--- src/rtl/vending_pkg.sv ---
// vending_pkg: state encodings, coin values and BCD helper
// shared by the micro vending machine blocks.
package vending_pkg;

  localparam logic [6:0] ST_IDLE   = 7'b0000001;
  localparam logic [6:0] ST_SEL_A  = 7'b0000010;
  localparam logic [6:0] ST_SEL_B  = 7'b0000100;
  localparam logic [6:0] ST_PAY    = 7'b0001000;
  localparam logic [6:0] ST_DISP   = 7'b0010000;
  localparam logic [6:0] ST_CHANGE = 7'b0100000;

  localparam logic [7:0] COIN_1_VAL  = 8'd1;
  localparam logic [7:0] COIN_5_VAL  = 8'd5;
  localparam logic [7:0] COIN_10_VAL = 8'd10;
  localparam logic [7:0] MAX_MONEY   = 8'd99;

  function automatic logic [7:0] to_bcd(input logic [7:0] v);
    return {4'(v / 8'd10), 4'(v % 8'd10)};
  endfunction

endpackage

--- src/rtl/vending_timer.sv ---
// vending_timer: 32-bit reloadable down counter shared
// by the dwell and payment-timeout functions.
module vending_timer (
  input  logic        clk,
  input  logic        rst_n,
  input  logic        load,
  input  logic [31:0] load_val,
  output logic        expired
);

  logic [31:0] cnt_q;

  always_ff @(posedge clk or negedge rst_n) begin
    if (!rst_n) begin
      cnt_q <= '0;
    end else if (load) begin
      cnt_q <= load_val;
    end else if (cnt_q != '0) begin
      cnt_q <= cnt_q - 32'd1;
    end
  end

  assign expired = (cnt_q == '0);

endmodule

--- src/rtl/vending_controller.sv ---
// vending_controller: purchase sequencer of the micro
// vending machine; drives state, money and goods fields.
module vending_controller
  import vending_pkg::*;
#(
  parameter logic [7:0]  PRICE_A     = 8'd6,
  parameter logic [7:0]  PRICE_B     = 8'd9,
  parameter logic [31:0] HOLD_CYC    = 32'd200_000_000,
  parameter logic [31:0] TIMEOUT_CYC = 32'd1_000_000_000
) (
  input  logic       sys_clk,
  input  logic       sys_rst_n,
  input  logic       btn_start,
  input  logic       btn_next,
  input  logic       btn_inc,
  input  logic       btn_confirm,
  input  logic       btn_cancel,
  input  logic       coin_1,
  input  logic       coin_5,
  input  logic       coin_10,
  output logic [6:0] state,
  output logic [7:0] need_money,
  output logic [7:0] input_money,
  output logic [7:0] change_money,
  output logic [3:0] goods_one_high,
  output logic [3:0] goods_one_low,
  output logic [3:0] goods_two_high,
  output logic [3:0] goods_two_low,
  output logic [1:0] goods_one_num,
  output logic [1:0] goods_two_num,
  output logic       dispense,
  output logic       coin_reject
);

  localparam logic [7:0] BCD_A = to_bcd(PRICE_A);
  localparam logic [7:0] BCD_B = to_bcd(PRICE_B);

  logic [6:0] state_q, state_d;
  logic [7:0] need_q, need_d;
  logic [7:0] input_q, input_d;
  logic [7:0] change_q, change_d;
  logic [1:0] num1_q, num1_d;
  logic [1:0] num2_q, num2_d;
  logic [7:0] bcd_a_q, bcd_a_d;
  logic [7:0] bcd_b_q, bcd_b_d;
  logic       disp_q, disp_d;
  logic       rej_q, rej_d;

  logic [7:0]  coin_sum;
  logic [7:0]  pay_sum;
  logic [7:0]  acc_total;
  logic [7:0]  order_total;
  logic        coin_any;
  logic        coin_ok;
  logic        tmr_load;
  logic [31:0] tmr_val;
  logic        tmr_expired;

  assign coin_any = coin_1 | coin_5 | coin_10;
  assign coin_sum = (coin_1  ? COIN_1_VAL  : 8'd0)
                  + (coin_5  ? COIN_5_VAL  : 8'd0)
                  + (coin_10 ? COIN_10_VAL : 8'd0);
  assign pay_sum   = input_q + coin_sum;
  assign coin_ok   = (pay_sum <= MAX_MONEY);
  assign acc_total = coin_ok ? pay_sum : input_q;
  assign order_total = ({6'd0, num1_q} * PRICE_A)
                     + ({6'd0, num2_q} * PRICE_B);

  always_comb begin
    state_d  = state_q;
    need_d   = need_q;
    input_d  = input_q;
    change_d = change_q;
    num1_d   = num1_q;
    num2_d   = num2_q;
    bcd_a_d  = bcd_a_q;
    bcd_b_d  = bcd_b_q;
    disp_d   = 1'b0;
    rej_d    = 1'b0;
    unique case (1'b1)
      state_q[0]: begin
        if (btn_start) begin
          state_d = ST_SEL_A;
          bcd_a_d = BCD_A;
          bcd_b_d = BCD_B;
        end
      end
      state_q[1], state_q[2]: begin
        if (btn_cancel) begin
          state_d = ST_IDLE;
          need_d  = '0;
          num1_d  = '0;
          num2_d  = '0;
          bcd_a_d = '0;
          bcd_b_d = '0;
        end else if (btn_confirm) begin
          need_d = order_total;
          if (order_total != '0) begin
            state_d = ST_PAY;
            input_d = '0;
          end
        end else if (btn_next) begin
          state_d = state_q[1] ? ST_SEL_B : ST_SEL_A;
        end else if (btn_inc) begin
          if (state_q[1]) num1_d = num1_q + 2'd1;
          else            num2_d = num2_q + 2'd1;
        end
      end
      state_q[3]: begin
        // a cycle's coins are taken or refused as a whole
        if (coin_any) begin
          if (coin_ok) input_d = pay_sum;
          else         rej_d   = 1'b1;
        end
        if (btn_cancel) begin
          state_d  = ST_CHANGE;
          change_d = acc_total;
          need_d   = '0;
        end else if (coin_any && coin_ok && pay_sum >= need_q) begin
          state_d  = ST_DISP;
          change_d = pay_sum - need_q;
          disp_d   = 1'b1;
        end else if (!coin_any && tmr_expired) begin
          state_d  = ST_CHANGE;
          change_d = input_q;
          need_d   = '0;
        end
      end
      state_q[4]: begin
        if (tmr_expired) state_d = ST_CHANGE;
      end
      state_q[5]: begin
        if (tmr_expired) begin
          state_d  = ST_IDLE;
          need_d   = '0;
          input_d  = '0;
          change_d = '0;
          num1_d   = '0;
          num2_d   = '0;
          bcd_a_d  = '0;
          bcd_b_d  = '0;
        end
      end
      default: begin
        state_d = ST_IDLE;
      end
    endcase
  end

  // reload on each state entry and on every coin seen in PAY
  assign tmr_load = (state_d != state_q)
                  || ((state_q == ST_PAY) && coin_any);
  assign tmr_val  = ((state_d == ST_DISP) || (state_d == ST_CHANGE))
                  ? (HOLD_CYC - 32'd1) : (TIMEOUT_CYC - 32'd1);

  vending_timer u_timer (
    .clk      (sys_clk),
    .rst_n    (sys_rst_n),
    .load     (tmr_load),
    .load_val (tmr_val),
    .expired  (tmr_expired)
  );

  always_ff @(posedge sys_clk or negedge sys_rst_n) begin
    if (!sys_rst_n) begin
      state_q  <= ST_IDLE;
      need_q   <= '0;
      input_q  <= '0;
      change_q <= '0;
      num1_q   <= '0;
      num2_q   <= '0;
      bcd_a_q  <= '0;
      bcd_b_q  <= '0;
      disp_q   <= 1'b0;
      rej_q    <= 1'b0;
    end else begin
      state_q  <= state_d;
      need_q   <= need_d;
      input_q  <= input_d;
      change_q <= change_d;
      num1_q   <= num1_d;
      num2_q   <= num2_d;
      bcd_a_q  <= bcd_a_d;
      bcd_b_q  <= bcd_b_d;
      disp_q   <= disp_d;
      rej_q    <= rej_d;
    end
  end

  assign state          = state_q;
  assign need_money     = need_q;
  assign input_money    = input_q;
  assign change_money   = change_q;
  assign goods_one_high = bcd_a_q[7:4];
  assign goods_one_low  = bcd_a_q[3:0];
  assign goods_two_high = bcd_b_q[7:4];
  assign goods_two_low  = bcd_b_q[3:0];
  assign goods_one_num  = num1_q;
  assign goods_two_num  = num2_q;
  assign dispense       = disp_q;
  assign coin_reject    = rej_q;

endmodule

--- config.mk ---
export PLATFORM = sky130hd
export DESIGN_NAME = vending_controller
export DESIGN_NICKNAME = d
export VERILOG_FILES = /design/src/rtl/vending_pkg.sv /design/src/rtl/vending_timer.sv /design/src/rtl/vending_controller.sv
export SDC_FILE = /design/constraint.sdc
export NUM_CORES = 1
export LEC_CHECK = 0
export CAP_MARGIN = 20
export CORE_MARGIN = 3
export CORE_UTILIZATION = 45
export DETAILED_ROUTE_END_ITERATION = 10
export GPL_TIMING_DRIVEN = 0
export PLACE_DENSITY = 0.7
export SYNTH_ARGS = -nofsm -noshare
export SYNTH_HDL_FRONTEND = slang
export SYNTH_SLANG_ARGS = --single-unit
--- constraint.sdc ---
create_clock -name sys_clk -period 12.95 [get_ports sys_clk]
set_input_delay 3.885 -clock sys_clk [delete_from_list [all_inputs] [get_ports sys_clk]]
set_output_delay 3.885 -clock sys_clk [all_outputs]
set_load 0.02 [all_outputs]
=== Word level (Yosys, flattened, before mapping) ===
Cells that the tools add are included.

* Bitwise logic cells: 2
* Muxes and demuxes: 59
* Reductions and logical operators: 22
* Magnitude comparators: 2
* $add $sub $neg: 8
* Eq/ne operators: 20
* $mul: 2

{| class="wikitable"
|+ Operators with widths
! operator !! number
|-
| $mux 8 || 17
|-
| $pmux 8 s3 || 4
|-
| $mux 7 || 10
|-
| $mux 32 || 2
|-
| $pmux 7 s5 || 1
|-
| $logic_not 32->1 || 1
|-
| $reduce_bool 32->1 || 1
|-
| $sub 32x1->32 const B || 1
|-
| $mux 30 || 1
|-
| $mux 2 || 11
|-
| $ne 3x3->1 const B || 7
|-
| $reduce_and 6->1 || 3
|-
| $pmux 8 s2 || 1
|-
| $ne 2x2->1 const B || 5
|-
| $add 8x5->8 || 1
|-
| $ge 8x8->1 || 1
|-
| $le 8x7->1 const B || 1
|-
| $pmux 2 s2 || 2
|-
| $reduce_bool 8->1 || 1
|-
| $sub 8x8->8 || 1
|-
| $add 5x6->7 || 1
|-
| $eq 7x4->1 const B || 1
|-
| $eq 7x5->1 const B || 1
|-
| $eq 7x6->1 const B || 1
|-
| 22 further kinds || 39
|}

* Output and inout bits: 53
* Input bits: 10
* Flip-flop bits (word level): 85
* Logic and storage cells: 126

=== Logic depth before layout (Yosys ltp) ===
Gate-level depths: netlist of run 1.

* Depth in word-level cells: 14
* Gate-level depth with buffers: 17

=== Cells and area by module ===
From an unflattened synthesis of run 1, not the netlist that was laid out.

* Cells, all modules: 586
* Area, all modules: 5195.0 µm²

{| class="wikitable"
|+ By module, submodules not included
! module !! area an instance (µm²) !! instances !! cells each
|-
| vending_controller || 3280.6 || 1 || 382
|-
| vending_timer || 1914.3 || 1 || 204
|}

=== Worst setup path after synthesis of run 1 ===
Ideal clock, no wire load.

* Kind: in2reg
* Start: input coin_1
* End: register u_timer.cnt_q[16]
* Arrival: 7.529 ns
* Stages on the path: 15
* Path slack: 5.294 ns
* Path buffers: 1
* Data required time: 12.822 ns
* Path through: fa_1 > fa_1 > a211oi_1 > or2_1 > clkbuf_1 > xnor2_1 > ha_1 > a21o_1 > a21oi_1 > o211ai_1 > and3_1 > a31oi_2 > o221ai_2 > a211oi_4 > mux2_1

* Longest elaborated chain between the ends: 14
* Elaborated cells on any way between the ends: 25

{| class="wikitable"
|+ Ends and longest elaborated chain
! what !! RTL line !! source
|-
| start: declaration || vending_controller.sv:18 || <nowiki>input logic coin_1,</nowiki>
|-
| $mux 1 || vending_controller.sv:60 || <nowiki>assign coin_sum = (coin_1 ? COIN_1_VAL : 8'd0)</nowiki>
|-
| $add 1x3->4 || vending_controller.sv:61 || <nowiki>+ (coin_5 ? COIN_5_VAL : 8'd0)</nowiki>
|-
| $add 4x4->5 || vending_controller.sv:62 || <nowiki>+ (coin_10 ? COIN_10_VAL : 8'd0);</nowiki>
|-
| $add 8x5->8 || vending_controller.sv:63 || <nowiki>assign pay_sum = input_q + coin_sum;</nowiki>
|-
| $le 8x7->1 || vending_controller.sv:64 || <nowiki>assign coin_ok = (pay_sum <= MAX_MONEY);</nowiki>
|-
| $logic_and 1x1->1 (2 in series) || vending_controller.sv:119 || <nowiki>end else if (coin_any && coin_ok && pay_sum >= need_q) begin</nowiki>
|-
| $mux 7 || vending_controller.sv:119 ||
|-
| $mux 7 || vending_controller.sv:115 || <nowiki>if (btn_cancel) begin</nowiki>
|-
| $pmux 7 s5 || vending_controller.sv:80 || <nowiki>unique case (1'b1)</nowiki>
|-
| $eq 7x5->1 / $eq 7x6->1 (equally long branches) || vending_controller.sv:153 || <nowiki>assign tmr_val = ((state_d == ST_DISP) || (state_d == ST_CHANGE))</nowiki>
|-
| $logic_or 1x1->1 || vending_controller.sv:153 ||
|-
| $mux 30 || vending_controller.sv:154 || <nowiki>? (HOLD_CYC - 32'd1) : (TIMEOUT_CYC - 32'd1);</nowiki>
|-
| $mux 32 || vending_timer.sv:16 || <nowiki>end else if (load) begin</nowiki>
|-
| end signal: assignment || vending_timer.sv:17 || <nowiki>cnt_q <= load_val;</nowiki>
|-
| end signal: assignment || vending_timer.sv:19 || <nowiki>cnt_q <= cnt_q - 32'd1;</nowiki>
|-
| end: declaration || vending_timer.sv:11 || <nowiki>logic [31:0] cnt_q;</nowiki>
|}

Parallel ways exist; a longest one is shown, timed or not.
A chain may end at the register's enable or synchronous reset.

=== Final worst setup path of run 1 ===
* Start: input coin_5
* End: register change_q[1], in the netlist change_money[1]

* Longest elaborated chain between the ends: 10
* Elaborated cells on any way between the ends: 19

{| class="wikitable"
|+ Ends and longest elaborated chain
! what !! RTL line !! source
|-
| start: declaration || vending_controller.sv:19 || <nowiki>input logic coin_5,</nowiki>
|-
| $mux 3 || vending_controller.sv:61 ||
|-
| $add 1x3->4 || vending_controller.sv:61 ||
|-
| $add 4x4->5 || vending_controller.sv:62 ||
|-
| $add 8x5->8 || vending_controller.sv:63 ||
|-
| $le 8x7->1 || vending_controller.sv:64 ||
|-
| $logic_and 1x1->1 (2 in series) || vending_controller.sv:119 ||
|-
| $mux 8 || vending_controller.sv:119 ||
|-
| $mux 8 || vending_controller.sv:115 ||
|-
| $pmux 8 s2 || vending_controller.sv:80 ||
|-
| end signal: assignment || vending_controller.sv:180 || <nowiki>change_q <= change_d;</nowiki>
|-
| end: declaration || vending_controller.sv:41 || <nowiki>logic [7:0] change_q, change_d;</nowiki>
|}

Parallel ways exist; a longest one is shown, timed or not.

==> results of run 1 <==
[power by group through the flow]
stage | clock [mW] | combinational (mW) | sequential, mW
final | 0.188 | 0.453 | 0.270
after detailed placement | 0 | 0.446 | 0.274
after global placement | 0 | 0.438 | 0.273
after global routing | 0.199 | 0.502 | 0.274
after CTS | 0.193 | 0.451 | 0.270
after floorplan | 0 | 0.291 | 0.297
[final cells by class]
cell class / instances / share of cell area
flip-flops and latches: 69 / 0.297
repair buffers: 49 / 0.0840
clock inverters: 7 / 0.0140
inverters: 24 / 0.0155
multi-input cells: 441 / 0.495
well taps: 136 / 0.0293
clock buffers: 9 / 0.0213
plain buffers: 44 / 0.0437
[per-stage QoR]
step                 util  std cells  area [µm²]
floorplan               -        578        4950
global placement    0.536        763        5610
detailed placement  0.536        763        5600
CTS                 0.555        779        5810
global route        0.555        779        5810
finish              0.555        779        5810
[registers in the layout, indices dropped and copies added, names as in the netlist]
signal / flops
goods_one_num: 2
coin_reject: 1
need_money: 7
input_money: 8
goods_two_num: 2
dispense: 1
change_money: 8
u_timer.cnt_q: 32
bcd_b_q: 1
state: 7
[worst max path at each step]
| stage | slack [ns] | to | from |
|---|---|---|---|
| global placement | 4.29 | change_money[3] | coin_5 |
| global route | 4.07 | change_money[2] | coin_1 |
| detailed placement | 4.21 | change_money[3] | coin_1 |
| floorplan | 5.29 | u_timer.cnt_q[16] | coin_1 |
| finish | 4.49 | change_money[1] | coin_5 |
| CTS | 4.56 | change_money[3] | coin_1 |
[tightest hold or removal path, cell delays in order (launching register included)]
cell and delay [ns]:
dfrtp_1 0.34, nand2_1 0.06, o41ai_1 0.06
[metal layers]
layer | GRT usage | share of wire | vias up
met1 | 0.295 | 0.47 | 2050
met5 | 0 | 0 | -
met4 | 0.0739 | 0.018 | 0
met3 | 0.0338 | 0.058 | 15
met2 | 0.311 | 0.46 | 135
li1 | - | - | 2140
[layout by cell type, fill, tap and decap left out, types with 13 or more instances in the layout]
cell type,n
nand2_1,69
dfrtp_1,68
clkdlybuf4s50_1,48
nor2_1,44
o21ai_0,33
xnor2_1,23
inv_1,22
ha_1,21
nand3_1,20
a21oi_1,19
clkbuf_1,19
nor3_1,19
buf_4,17
xor2_1,16
conb_1,13
[cell families after synthesis]
| group | Yosys count | share of synthesized area |
|---|---|---|
| other cells | 1 | 0.000765 |
| xor+xnor | 39 | 0.0697 |
| compound gates | 126 | 0.178 |
| flops | 69 | 0.353 |
| fa+ha+maj | 24 | 0.0659 |
| buf+inv | 68 | 0.0702 |
| simple gates | 226 | 0.235 |
| mux | 13 | 0.0278 |
==> qor.yml, run 1 <==
status: "finished, final reports clean"
grt_pass1_wl_um: 19700
vias: 4340
r2r_end: "change_money[1]"
layout.nets: 672
ys_top_cells_by_count: "nand2_1, dfrtp_1, nor2_1, o21ai_0, xnor2_1"
p_int_mw: 0.524
hold_path.class: "register to register"
cts.htree.levels: 3
grt_pass1_vias: 4001
path_cells: "clkdlybuf4s50_1 -> fa_1 -> fa_1 -> a211oi_1 -> or2_1 -> clkbuf_1 -> xnor2_1 -> ha_1 -> a21o_1 -> a21oi_1 -> o211ai_1 -> and3_1 -> and3_1 -> clkbuf_1 -> o21ai_1 -> clkbuf_1 -> nand2_1 -> o41ai_1"
hpwlAfterDp_um: 8930
hold_path_end: "change_money[3]"
cp.depth: 18
path_clk_slew_ns: 0.08
switching_share: 0.425
die_area_um2: 12200
rrSetupSlack_ns: 8.09
rsz0062_at_grt: "no"
portBuffers: 49
finalWirelength_um: 12000
ys_seq_area_frac: 0.353
path_max_fanout: 10
power_frac_clock: 0.207
max_freq_mhz: 118
synth_warnings: 0
synthDistinctLibCells: 73
seqCellArea_um2: 1730
ctsHoldBuffers: 0
synth.most_common_cell: "nand2_1"
maxSlewHeadroom: 0.407
drt_iter0_markers: 278
path_buf_inv: 4
clkLatencyLatePin_ns: 0.36
multi_input_area_um2: 2870
ant_nets: 0
power_mw: 0.911
worst_pin_slew_ns: 0.889
ys_ff_latch: 69
synth_ff_type: "dfrtp_1"
n_antenna_cell: 0
yosys.area.top_type: "dfrtp_1"
critPathLaunchType: "input pin"
drv_cap: 0
crit_required_ns: 13.18
fp.coreArea_um2: 10500
syn_avg_cell_area_um2: 8.66
cts_max_path_buffers: 2
grt_max_degree: 70
final_max_slew_viol_count: 0
synth_cells: 566
avgViaCountPerCell: 5.57
remaining_drc_errors: 0
antenna_found_initial: 0
hold_violations: 0
cts_inserted_buffers: 9
crit_path_max_incr_delay_ns: 0.49
cts_tree: "done"
hold_slack_ns: 0.490
postCtsSetupRepairBufs: 0
vdd_drop_max_mv: 0.0803
syn2layout_area_growth_pct: 18.5
clock_sinks: 69
crit_top_cell: "clkbuf_1"
grtUsageTotal: 0.205
setup_violations: 0
p_comb_frac: 0.497
synthArstFlopShare: 1.00
critPathSlowestCell: "fa_1"
path_delay_family: "compound AO/OA/AOI/OAI gates"
gp_congestion: 0.904
synth_top_area_frac: 0.347
net-switching-power_mw: 0.387
ioPinCount: 63
crit_path_end_kind: "register"
dp_slack_ns: 4.21
clock_skew_ns: 0.00783
root_buffer: "clkbuf_8"
worst_ep_arrival_time_ns: 8.69
firstDrtPassIters: 5
cts_resized: 0
synth-edff-count: 0
die_h_um: 110
fillCellCount: 1007
dieWidth_um: 110
final_layout_size_suffix_gt1_frac: 0.0995
synth_top_cells_by_area: "dfrtp_1, ha_1, nand2_1, xnor2_1, nor2_1"
setup_tns_ns: 0
hold_start: "change_money[3]"
fin_crit_ns: 8.46
seqPwrFrac: 0.297
worst_slack_ns: 4.49
r2r_cells: 17
r2r-start: "input_money[0]"
crit_type: "input pin to register"
leakage_nw: 2.43
power_density_nw_per_um2: 157
wire_per_inst_um: 15.3
start_util: 0.468
min_path_cells: 2
rows: 37
grt-ovfl-total: 0
syn_area_um2: 4900
timing.final.crit_share: 0.653
(Power assumes the default switching activity.)
==> inputs of run 2 (changes only) <==
--- a/config.mk
+++ b/config.mk
@@ -10,7 +10,7 @@
 export CORE_UTILIZATION = 45
 export DETAILED_ROUTE_END_ITERATION = 10
 export GPL_TIMING_DRIVEN = 0
-export PLACE_DENSITY = 0.7
+export PLACE_DENSITY = 0.73
 export SYNTH_ARGS = -nofsm -noshare
 export SYNTH_HDL_FRONTEND = slang
 export SYNTH_SLANG_ARGS = --single-unit
==> constraint.sdc (replaced) <==
create_clock -name sys_clk -period 7.45 [get_ports sys_clk]
set_input_delay 2.235 -clock sys_clk [delete_from_list [all_inputs] [get_ports sys_clk]]
set_output_delay 2.235 -clock sys_clk [all_outputs]
set_load 0.02 [all_outputs]
==> run 2 against run 1 <==
Cell count is the same. First-iteration DRC count grew 2.5%. Non-clock buffer count is the same. Clock power grew 62%. Critical path type unchanged. Highest routed layer unchanged. Critical path depth is the same. Global-route usage grew 0.30 points. Via count grew 1.7%.
==> qor.yml, run 2 (synthesized netlist as in run 1, its figures left out) <==
critPathLaunchType: "input pin"
hold_path.class: "register to register"
grt_pass1_wl_um: 20100  # +1.7%
fp.coreArea_um2: 10500  # unchanged
seqPwrFrac: 0.299  # +0.002
remaining_drc_errors: 0  # unchanged
crit_required_ns: 7.69  # -5.49 ns
critPathCapture: "change_money[3]"
top_register: "u_timer.cnt_q"
portBuffers: 49  # unchanged
fin_area_um2: 5790  # -0.28%
postCtsSetupRepairBufs: 0  # unchanged
cts_max_path_buffers: 2  # unchanged
firstDrtPassIters: 5  # unchanged
hold_violations: 0  # unchanged
p_comb_frac: 0.507  # +0.010
fin_crit_ns: 6.89
met1_length_um: 5630  # +1.1%
crit_top_cell: "clkbuf_1"
ioPinCount: 63  # unchanged
status: "finished, final reports clean"
setup_violations: 0  # unchanged
seqCellArea_um2: 1730  # unchanged
wire_per_inst_um: 15.8  # +2.7%
rrSetupSlack_ns: 2.49  # -5.60 ns
p_int_mw: 0.882  # +68%
power_mw: 1.57  # +72%
rsz0062_at_grt: "no"
wl_met2_um: 5760  # +5.3%
switching_share: 0.439  # +0.0137
drv_cap: 0  # unchanged
net-switching-power_mw: 0.689  # +78%
cts_tree: "done"
rows: 37  # unchanged
cp.depth: 18  # unchanged
r2r-start: "input_money[0]"
ant_nets: 0  # unchanged
layout.nets: 672  # unchanged
avgViaCountPerCell: 5.66  # +1.7%
fillCellCount: 975  # -3.2%
utilization: 0.554  # -0.00155
wl_met3_um: 747  # +7.0%
path_buf_inv: 4  # unchanged
n_antenna_cell: 0  # unchanged
worst_pin_slew_ns: 0.899  # +0.0100 ns
clock_skew_ns: 0.0113  # +0.00346 ns
clock_sinks: 69  # unchanged
grtUsageTotal: 0.208  # +0.00299
largest_register_ffs: 32  # unchanged
r2r_end: "change_money[3]"
most-common-layout-cells: "nand2_1, dfrtp_1, clkdlybuf4s50_1, nor2_1, o21ai_0"
die_area_um2: 12200  # unchanged
routed.top_layer: "met4"
max_freq_mhz: 145
grt_max_degree: 70  # unchanged
path_max_fanout: 10  # unchanged
final_layout_size_suffix_gt1_frac: 0.0995  # unchanged
path_delay_family: "compound AO/OA/AOI/OAI gates"
drt_iter0_markers: 285  # +2.5%
power_density_nw_per_um2: 271  # +73%
worst_ep_arrival_time_ns: 7.13  # -1.56 ns
dieWidth_um: 110  # unchanged
placedInstanceArea_um2: 5600  # unchanged
power_frac_clock: 0.194  # -0.013
path_cells: "clkdlybuf4s50_1 -> fa_1 -> fa_1 -> a211oi_1 -> or2_1 -> clkbuf_1 -> xnor2_1 -> ha_1 -> a21o_1 -> a21oi_1 -> o211ai_1 -> and3_1 -> and3_1 -> clkbuf_1 -> o21ai_1 -> clkbuf_1 -> nand2_1 -> o41ai_1"
cp-startpoint: "coin_5"
multi_input_area_um2: 2870  # unchanged
root_buffer: "clkbuf_8"
leakage_nw: 2.43  # about the same
clkLatencyLatePin_ns: 0.36  # about the same
setup_tns_ns: 0  # unchanged
final_max_slew_viol_count: 0  # unchanged
vias: 4413  # +1.7%
finalWirelength_um: 12300  # +2.7%
crit_path_end_kind: "register"
cts_inserted_buffers: 9  # unchanged
critPathSlowestCell: "fa_1"
syn2layout_area_growth_pct: 18.2
antenna_found_initial: 0  # unchanged
crit_type: "input pin to register"
grt_pass1_vias: 4168  # +4.2%
path_clk_slew_ns: 0.08  # about the same
hold_slack_ns: 0.489  # -0.000138 ns
ctsHoldBuffers: 0  # unchanged
grt-ovfl-total: 0  # unchanged
hpwlAfterDp_um: 9180  # +2.8%
final_common_cell: "nand2_1"
r2r_cells: 17  # unchanged
vdd_drop_max_mv: 0.138  # +72%
gp_congestion: 0.891  # -1.5%
cts_resized: 0  # unchanged
maxSlewHeadroom: 0.401  # -0.00668
start_util: 0.468  # unchanged
crit_path_max_incr_delay_ns: 0.49  # about the same
timing.final.crit_share: 0.925
die_h_um: 110  # unchanged
cts.htree.levels: 3  # unchanged
run 2: changes by cell type in the layout (fill, tap and decap cells not counted), sizes merged:
cell and change:
clkinv +2, clkinvlp -2, bufinv -1, inv +1
run 2: worst min-delay path by stage:
| stage | slack [ns] | depth (start not counted) | start | endpoint |
|---|---|---|---|---|
| global placement | 0.46 | 2 | change_money[2] | change_money[2] |
| detailed placement | 0.47 | 2 | change_money[0] | change_money[0] |
| CTS | 0.49 | 2 | change_money[0] | change_money[0] |
| finish | 0.49 | 2 | change_money[0] | change_money[0] |
| floorplan | 0.47 | 2 | u_timer.cnt_q[23] | u_timer.cnt_q[23] |
| global route | 0.52 | 2 | change_money[0] | change_money[0] |
run 2: area by class of cell:
cell class	count	share of cell area
well taps	136	0.0294
inverters	24	0.0156
multi-input cells	441	0.496
plain buffers	44	0.0438
flip-flops and latches	69	0.298
repair buffers	49	0.0842
clock buffers	9	0.0214
clock inverters	7	0.0112
run 2: metal layers:
| layer | vias up | GRT usage |
|---|---|---|
| li1 | 2138 | - |
| met1 | 2107 | 0.294 |
| met2 | 155 | 0.330 |
| met3 | 13 | 0.0384 |
| met4 | 0 | 0.0510 |
| met5 | - | 0 |
run 2: per-stage QoR:
stage               std cells  setup slack [ns]
floorplan                 578              1.44
CTS                       779             0.667
global route              779             0.264
finish                    779             0.561
detailed placement        763             0.324
global placement          763             0.423
run 2: power groups by stage:
stage / registers (mW) / clock network (mW) / logic (mW)
6_report: 0.470 / 0.304 / 0.796
5_1_grt: 0.478 / 0.326 / 0.876
4_1_cts: 0.469 / 0.311 / 0.788
3_5_place_dp: 0.476 / 0 / 0.781
3_3_place_gp: 0.474 / 0 / 0.763
2_1_floorplan: 0.516 / 0 / 0.506
run 2: worst reg2reg max path: cells and delay by family (launching register included):
kind | cells | cell delay [ns]
flops | 1 | 0.46
xor+xnor | 1 | 0.18
fa+ha+maj | 3 | 1.25
buf+inv | 3 | 0.85
simple gates | 4 | 0.71
compound gates | 6 | 1.41
